`src/rtl/seq_serializer.sv`:
```
// Parallel-to-serial front end for the sequence detector: takes a word of up to
// WIDTH bits and plays it out one bit per clock on `a`, back-to-back if fed in time.
module seq_serializer #(
    parameter int WIDTH      = 8,
    parameter bit MSB_FIRST  = 1'b0,
    parameter bit IDLE_LEVEL = 1'b0
) (
    input  logic                       clk,
    input  logic                       reset,
    input  logic [WIDTH-1:0]           in_data,
    input  logic [$clog2(WIDTH+1)-1:0] in_nbits,
    input  logic                       in_valid,
    output logic                       in_ready,
    output logic                       a,
    output logic                       a_valid,
    output logic                       last
);
    localparam int NW = $clog2(WIDTH+1);

    typedef enum logic {IDLE, SHIFT} state_t;

    state_t           state_q, state_d;
    logic [WIDTH-1:0] shreg_q, shreg_d;
    logic [NW-1:0]    cnt_q, cnt_d;
    logic [NW-1:0]    lastidx_q, lastidx_d;
    logic             a_q, a_d;
    logic             last_q, last_d;

    logic             accept;
    logic [NW-1:0]    n_eff;
    logic [NW-1:0]    sh_amt;
    logic [NW-1:0]    cnt_inc;
    logic [WIDTH-1:0] aligned;

    assign accept  = in_valid && in_ready;
    assign cnt_inc = cnt_q + NW'(1);

    // 0 and anything past WIDTH both mean a full-width word.
    assign n_eff  = ((in_nbits == '0) || (in_nbits > NW'(WIDTH))) ? NW'(WIDTH) : in_nbits;
    assign sh_amt = NW'(WIDTH) - n_eff;

    // MSB-first left-aligns the active bits so the next bit is always shreg[WIDTH-1].
    assign aligned = MSB_FIRST ? (in_data << sh_amt) : in_data;

    always_ff @(posedge clk) begin
        if (reset) begin
            state_q   <= IDLE;
            shreg_q   <= '0;
            cnt_q     <= '0;
            lastidx_q <= '0;
            a_q       <= IDLE_LEVEL;
            last_q    <= 1'b0;
        end else begin
            state_q   <= state_d;
            shreg_q   <= shreg_d;
            cnt_q     <= cnt_d;
            lastidx_q <= lastidx_d;
            a_q       <= a_d;
            last_q    <= last_d;
        end
    end

    always_comb begin
        state_d   = state_q;
        shreg_d   = shreg_q;
        cnt_d     = cnt_q;
        lastidx_d = lastidx_q;
        a_d       = a_q;
        last_d    = last_q;
        if (accept) begin
            state_d   = SHIFT;
            cnt_d     = '0;
            lastidx_d = n_eff - NW'(1);
            last_d    = (n_eff == NW'(1));
            if (MSB_FIRST) begin
                a_d     = aligned[WIDTH-1];
                shreg_d = aligned << 1;
            end else begin
                a_d     = aligned[0];
                shreg_d = aligned >> 1;
            end
        end else if (state_q == SHIFT && !last_q) begin
            cnt_d  = cnt_inc;
            last_d = (cnt_inc == lastidx_q);
            if (MSB_FIRST) begin
                a_d     = shreg_q[WIDTH-1];
                shreg_d = shreg_q << 1;
            end else begin
                a_d     = shreg_q[0];
                shreg_d = shreg_q >> 1;
            end
        end else if (state_q == SHIFT) begin
            state_d   = IDLE;
            shreg_d   = '0;
            cnt_d     = '0;
            lastidx_d = '0;
            a_d       = IDLE_LEVEL;
            last_d    = 1'b0;
        end
    end

    always_comb begin
        in_ready = (state_q == IDLE) || last_q;
        a        = a_q;
        a_valid  = (state_q == SHIFT);
        last     = last_q;
    end
endmodule

```
`config.mk`:
```
export PLATFORM = sky130hd
export DESIGN_NAME = seq_serializer
export DESIGN_NICKNAME = d
export VERILOG_FILES = /design/src/rtl/seq_serializer.sv
export SDC_FILE = /design/constraint.sdc
export NUM_CORES = 1
export LEC_CHECK = 0
export ABC_AREA = 1
export CORE_UTILIZATION = 36
export DETAILED_ROUTE_END_ITERATION = 12
export DONT_BUFFER_PORTS = 1
export HOLD_SLACK_MARGIN = 0.03
export PLACE_DENSITY = 0.51
export SYNTH_ARGS = -nofsm -noshare
export SYNTH_HDL_FRONTEND = slang
export SYNTH_SLANG_ARGS = --single-unit
```
`constraint.sdc`:
```
create_clock -name clk -period 2.13 [get_ports clk]
set_clock_uncertainty 0.2 [all_clocks]
set_input_delay 0.1065 -clock clk [delete_from_list [all_inputs] [get_ports clk]]
set_output_delay 0.1065 -clock clk [all_outputs]
set_load 0.05 [all_outputs]
```
Word-level counts from Yosys, hierarchy flattened:

Cells that the tools add are included.

* register bits after elaboration: 18
* latch bits: 0
* RAM bits: 0
* memory bits (read-only): 0
* input port bits: 15
* output and inout port bits: 4
* logic and storage cells: 39
* memories kept: 0

* $add $sub $neg: 2
* $mul: 0
* div/mod/pow operators: 0
* order comparisons: 1
* eq/ne operators: 3
* shifts and indexed selects: 0
* muxes and demuxes: 15
* bitwise logic cells: 1
* reduce and logical (&&, ||, !) cells: 11

Operators by type and width (number)
* 2-to-1 mux 7 bit: 3
* 2-to-1 mux 4 bit: 5
* 2-to-1 mux 1 bit: 7
* adder 4 x 1 -> 4 bit (second input constant): 1
* == test 4 x 1 -> 1 bit (second input constant): 1
* == test 4 bit: 1
* > comparator 4 bit (second input constant): 1
* zero test 4 bit: 1
* nonzero test 2 bit: 2
* subtractor 4 x 1 -> 4 bit (second input constant): 1
* nonzero test 3 bit: 1
* logical AND 1 bit: 2
* logical OR 1 bit: 2
* != test 2 bit (second input constant): 1
* AND reduction 2 bit: 1
* OR reduction 2 bit: 1
* zero test 1 bit: 1
* NOT 1 bit: 1

Logic depth before layout (Yosys ltp):

* depth after elaboration: 5
* mapped depth: 14
* gate-level depth less buffers: 14

Worst setup path before layout:

OpenSTA, ideal clock, no wires.

* path type: flip-flop to flip-flop
* start point: reg last_q (netlist: last)
* end point: reg lastidx_q[1]
* arrival: 1491 ps
* required time: 1859 ps
* setup slack: 368 ps
* cell stages (with the launch flop): 6
* buffers on the path: 0
* period minus slack after synthesis: 1762 ps
* cells stage by stage: dfxtp_1 > inv_1 > nand2_2 > nand2_2 > or2_0 > a21oi_1

* cells in the longest elaborated chain, start to end: 4

Ends and longest elaborated chain
* start: declaration: RTL line 27 `logic last_q, last_d;`
* start signal: assignment: RTL line 59 `last_q <= last_d;`
* logical OR 1 bit (*): RTL line 103 `in_ready = (state_q == IDLE) || last_q;`
* net in_ready: RTL line 13 `output logic in_ready,`
* logical AND 1 bit (*): RTL line 35 `assign accept = in_valid && in_ready;`
* != test 2 bit (no source line) / nonzero test 2 bit (equally long branches)
* AND reduction 2 bit (no source line)
* end signal: assignment: RTL line 57 `lastidx_q <= lastidx_d;`
* end: declaration: RTL line 25 `logic [NW-1:0] lastidx_q, lastidx_d;`

Mark *: on every way through the listed nets, which the timed path passes. The rest lies on a longest branch.
A chain may end at the register's enable or synchronous reset.

Final worst setup path:

* start point: reg state_q (netlist: a_valid)
* end point: reg lastidx_q[0]

* cells in the longest elaborated chain, start to end: 5

Ends and longest elaborated chain
* start: declaration: RTL line 22 `state_t state_q, state_d;`
* start signal: assignment: RTL line 54 `state_q <= state_d;`
* NOT 1 bit: RTL line 103
* logical OR 1 bit: RTL line 103
* logical AND 1 bit: RTL line 35
* != test 2 bit (no source line) / nonzero test 2 bit (equally long branches)
* AND reduction 2 bit (no source line)

Parallel ways exist; a longest one is shown, timed or not.

==> key figures <==
Flow run
  • Max cap viols: 0

Outcome
  • Status: finished, final reports clean

Layout
  • Layout cells sized above 1: 9.15%
  • Ant. Diodes: 0
  • Final Cell Area: 1170 um2
  • NumNets Final: 183
  • Fillcell total: 270
  • Synth-to-layout area growth: 25.0%

Worst setup path
  • Critical Path RT: 2.17 ns
  • Kind of critical path: reg2reg
  • Worst EP arrival: 1.97 ns
  • Worst Path Max Fanout: 12
  • Reg2Reg Setup Slack: 0.20 ns
  • Crit end category: flop
  • Critical Path Source Type: flop

Clocking
  • CTS H-tree depth: 1
  • Inserted Clock Buffers: 3
  • Clock root buffer: clkbuf_4
  • Clock latency on the worst-skew pair: 0.30 ns
  • Clk pin slew, worst setup/hold paths: 0.11 ns
  • Clock sink count: 18
  • Post-CTS Setup Bufs: 0
  • Clock Path Buffers: 2
  • CTS tree: yes

GRT
  • GRT Resource Usage Total: 17.6%
  • Initial antenna violation count: 0
  • Vias in the first global route: 858
  • Largest net degree at the start of global routing: 15
  • First-pass GRT wire length: 3590 um
  • GR Overflow Total: 0

Detailed routing
  • Residual DRC count: 0
  • DRT antenna net count: 0
  • Drt pass-1 iters: 4
  • Via-to-Cell Ratio: 4.72
  • Vias: 916
  • WL per Instance: 10.4 um
  • Initial DRC count: 16
  • Final WL: 2020 um

Floorplan
  • Rows: 18
  • Initial Util: 37.8%
  • Die X: 53.0 um
  • Die Y: 53.0 um
  • IO Pins: 19
  • Die outline area: 2810 um2
  • Core area: 2480 um2

Yosys
  • Post-synthesis cell type count: 18
  • Synth warnings: 0
  • Mapped Area: 936 um2
  • Syn Nets: 162
  • Seq cells post-synth: 18
  • Post-Syn Area per Cell: 6.50 um2
  • Cells after synthesis: 144
  • Post-synthesis sequential area ratio: 38.5%

Power and ir drop
  • Maximum VDD drop: 629 uV
  • Cell Pwr Density: 628 nW/um2
  • Pleak: 0.495 nW

STA
  • Slew margin rel.: 63.7%
  • Final period utilization: 90.7%
  • Least-Margin Pin Slew: 0.543 ns
  • Final Critical Period: 1.93 ns
  • Pins over their slew limit: 0
  • RSZ-0062 raised after global routing: no
  • Final Hold Fails: 0
  • Final Setup Violations: 0
  • Setup TNS: 0 ns
  • Achievable Freq: 518 MHz

Placed design
  • IO Port Bufs: 0
  • HPWL after DPL: 1470 um
  • Placed inst area: 983 um2
  • Routability Congestion: 0.829

Worst hold path
  • Worst Hold Class: in2reg
-- layout make-up --
type | count | area, um2 | area share [%]
inverter | 20 | 75.1 | 6.42
sequential | 18 | 360 | 30.8
timing repair buffer | 19 | 180 | 15.4
tap | 30 | 37.5 | 3.21
multi-input combinational | 103 | 480 | 41.1
clock buffer | 4 | 36.3 | 3.10
-- Yosys cell counts --
cell type / instances / area [um2]
nand2_1: 55 / 206
dfxtp_1: 18 / 360
inv_1: 18 / 67.6
nor2_1: 10 / 37.5
a21oi_1: 9 / 45.0
nand3_1: 9 / 45.0
a31oi_1: 7 / 43.8
ha_1: 3 / 37.5
nand2_2: 3 / 18.8
a21oi_2: 2 / 17.5
inv_2: 2 / 7.51
nand4_1: 2 / 12.5
buf_2: 1 / 5.00
buf_6: 1 / 11.3
clkbuf_1: 1 / 3.75
nor3_1: 1 / 5.00
o21ai_0: 1 / 5.00
or2_0: 1 / 6.26
-- report_power, final --
| part | leakage (nW) | switching [W] | internal, W |
|---|---|---|---|
| Combinational | 0.326 | 0.0000872 | 0.0000581 |
| Clock | 0.0210 | 0.000110 | 0.000104 |
| Sequential | 0.147 | 0.0000188 | 0.000356 |
| Total | 0.495 | 0.000216 | 0.000518 |
-- worst paths after layout --
path,start,to,depth (start not counted)
worst max-delay path,a_valid,lastidx_q[0],7
worst max register to register,a_valid,lastidx_q[0],7
worst min register to register,lastidx_q[3],lastidx_q[3],2
worst min-delay path,in_nbits[0],lastidx_q[2],5
-- what timing repair did --
item	4_1_cts	5_1_grt
setup endpoints to repair	0	1
hold endpoints to repair	18	0
hold buffers	16	0
gates resized for setup	0	0
-- state kept, by name (all words and copies together) (netlist names) --
name,count
a,1
last,1
lastidx_q,4
cnt_q,4
shreg_q,7
a_valid,1
-- routing by layer --
metal,vias up,global-route usage (%),share of wire (%)
li1,492,-,-
met1,408,20.6,46
met2,14,30.8,50
met3,2,5.46,3.9
met4,0,3.95,0.64
met5,-,0,0
-- per-stage QoR --
step                      std cells  utilization (%)  total power (W)  setup slack, ns  hold WS (ns)
after floorplan                 144                -         0.000477            0.368       -0.0241
after global placement          175             39.7         0.000499            0.633       -0.0275
after detailed placement        175             39.7         0.000501            0.600       -0.0270
after CTS                       195             47.6         0.000747           0.0268         0.112
after global routing            194             47.2         0.000779           0.0770         0.108
final                           194             47.2         0.000735            0.199        0.0387
-- cell usage in the layout (no fill, tap or decap), types with 3 or more instances in the layout --
master	synthesis	routed
dfxtp_1	18	18
a21oi_1	9	9
nand2_1	55	55
inv_1	18	18
nand3_1	9	9
clkbuf_4	0	3
ha_1	3	3
buf_4	0	4
a31oi_1	7	7
nand2_2	3	3
dlygate4sd3_1	0	15
nor2_1	10	10
-- critical path, stage by stage, from the launching register on --
cell,delay (ns)
dfxtp_1,0.41
nand2_2,0.12
inv_2,0.20
nor2_1,0.09
inv_1,0.10
nand2_1,0.07
a21oi_2,0.12
dlygate4sd3_1,0.55
-- kinds of logic (layout without fill, tap and decap cells) --
logic type	after synthesis	after routing	share of synthesized area [%]
buffers and inverters	23	43	10.2
AND/OR/NAND/NOR	81	81	35.4
adder cells (fa/ha/maj)	3	3	4.01
flip-flops	18	18	38.5
AO/OA/AOI/OAI	19	19	11.9
Note: power is estimated with default switching activity, not from simulation.
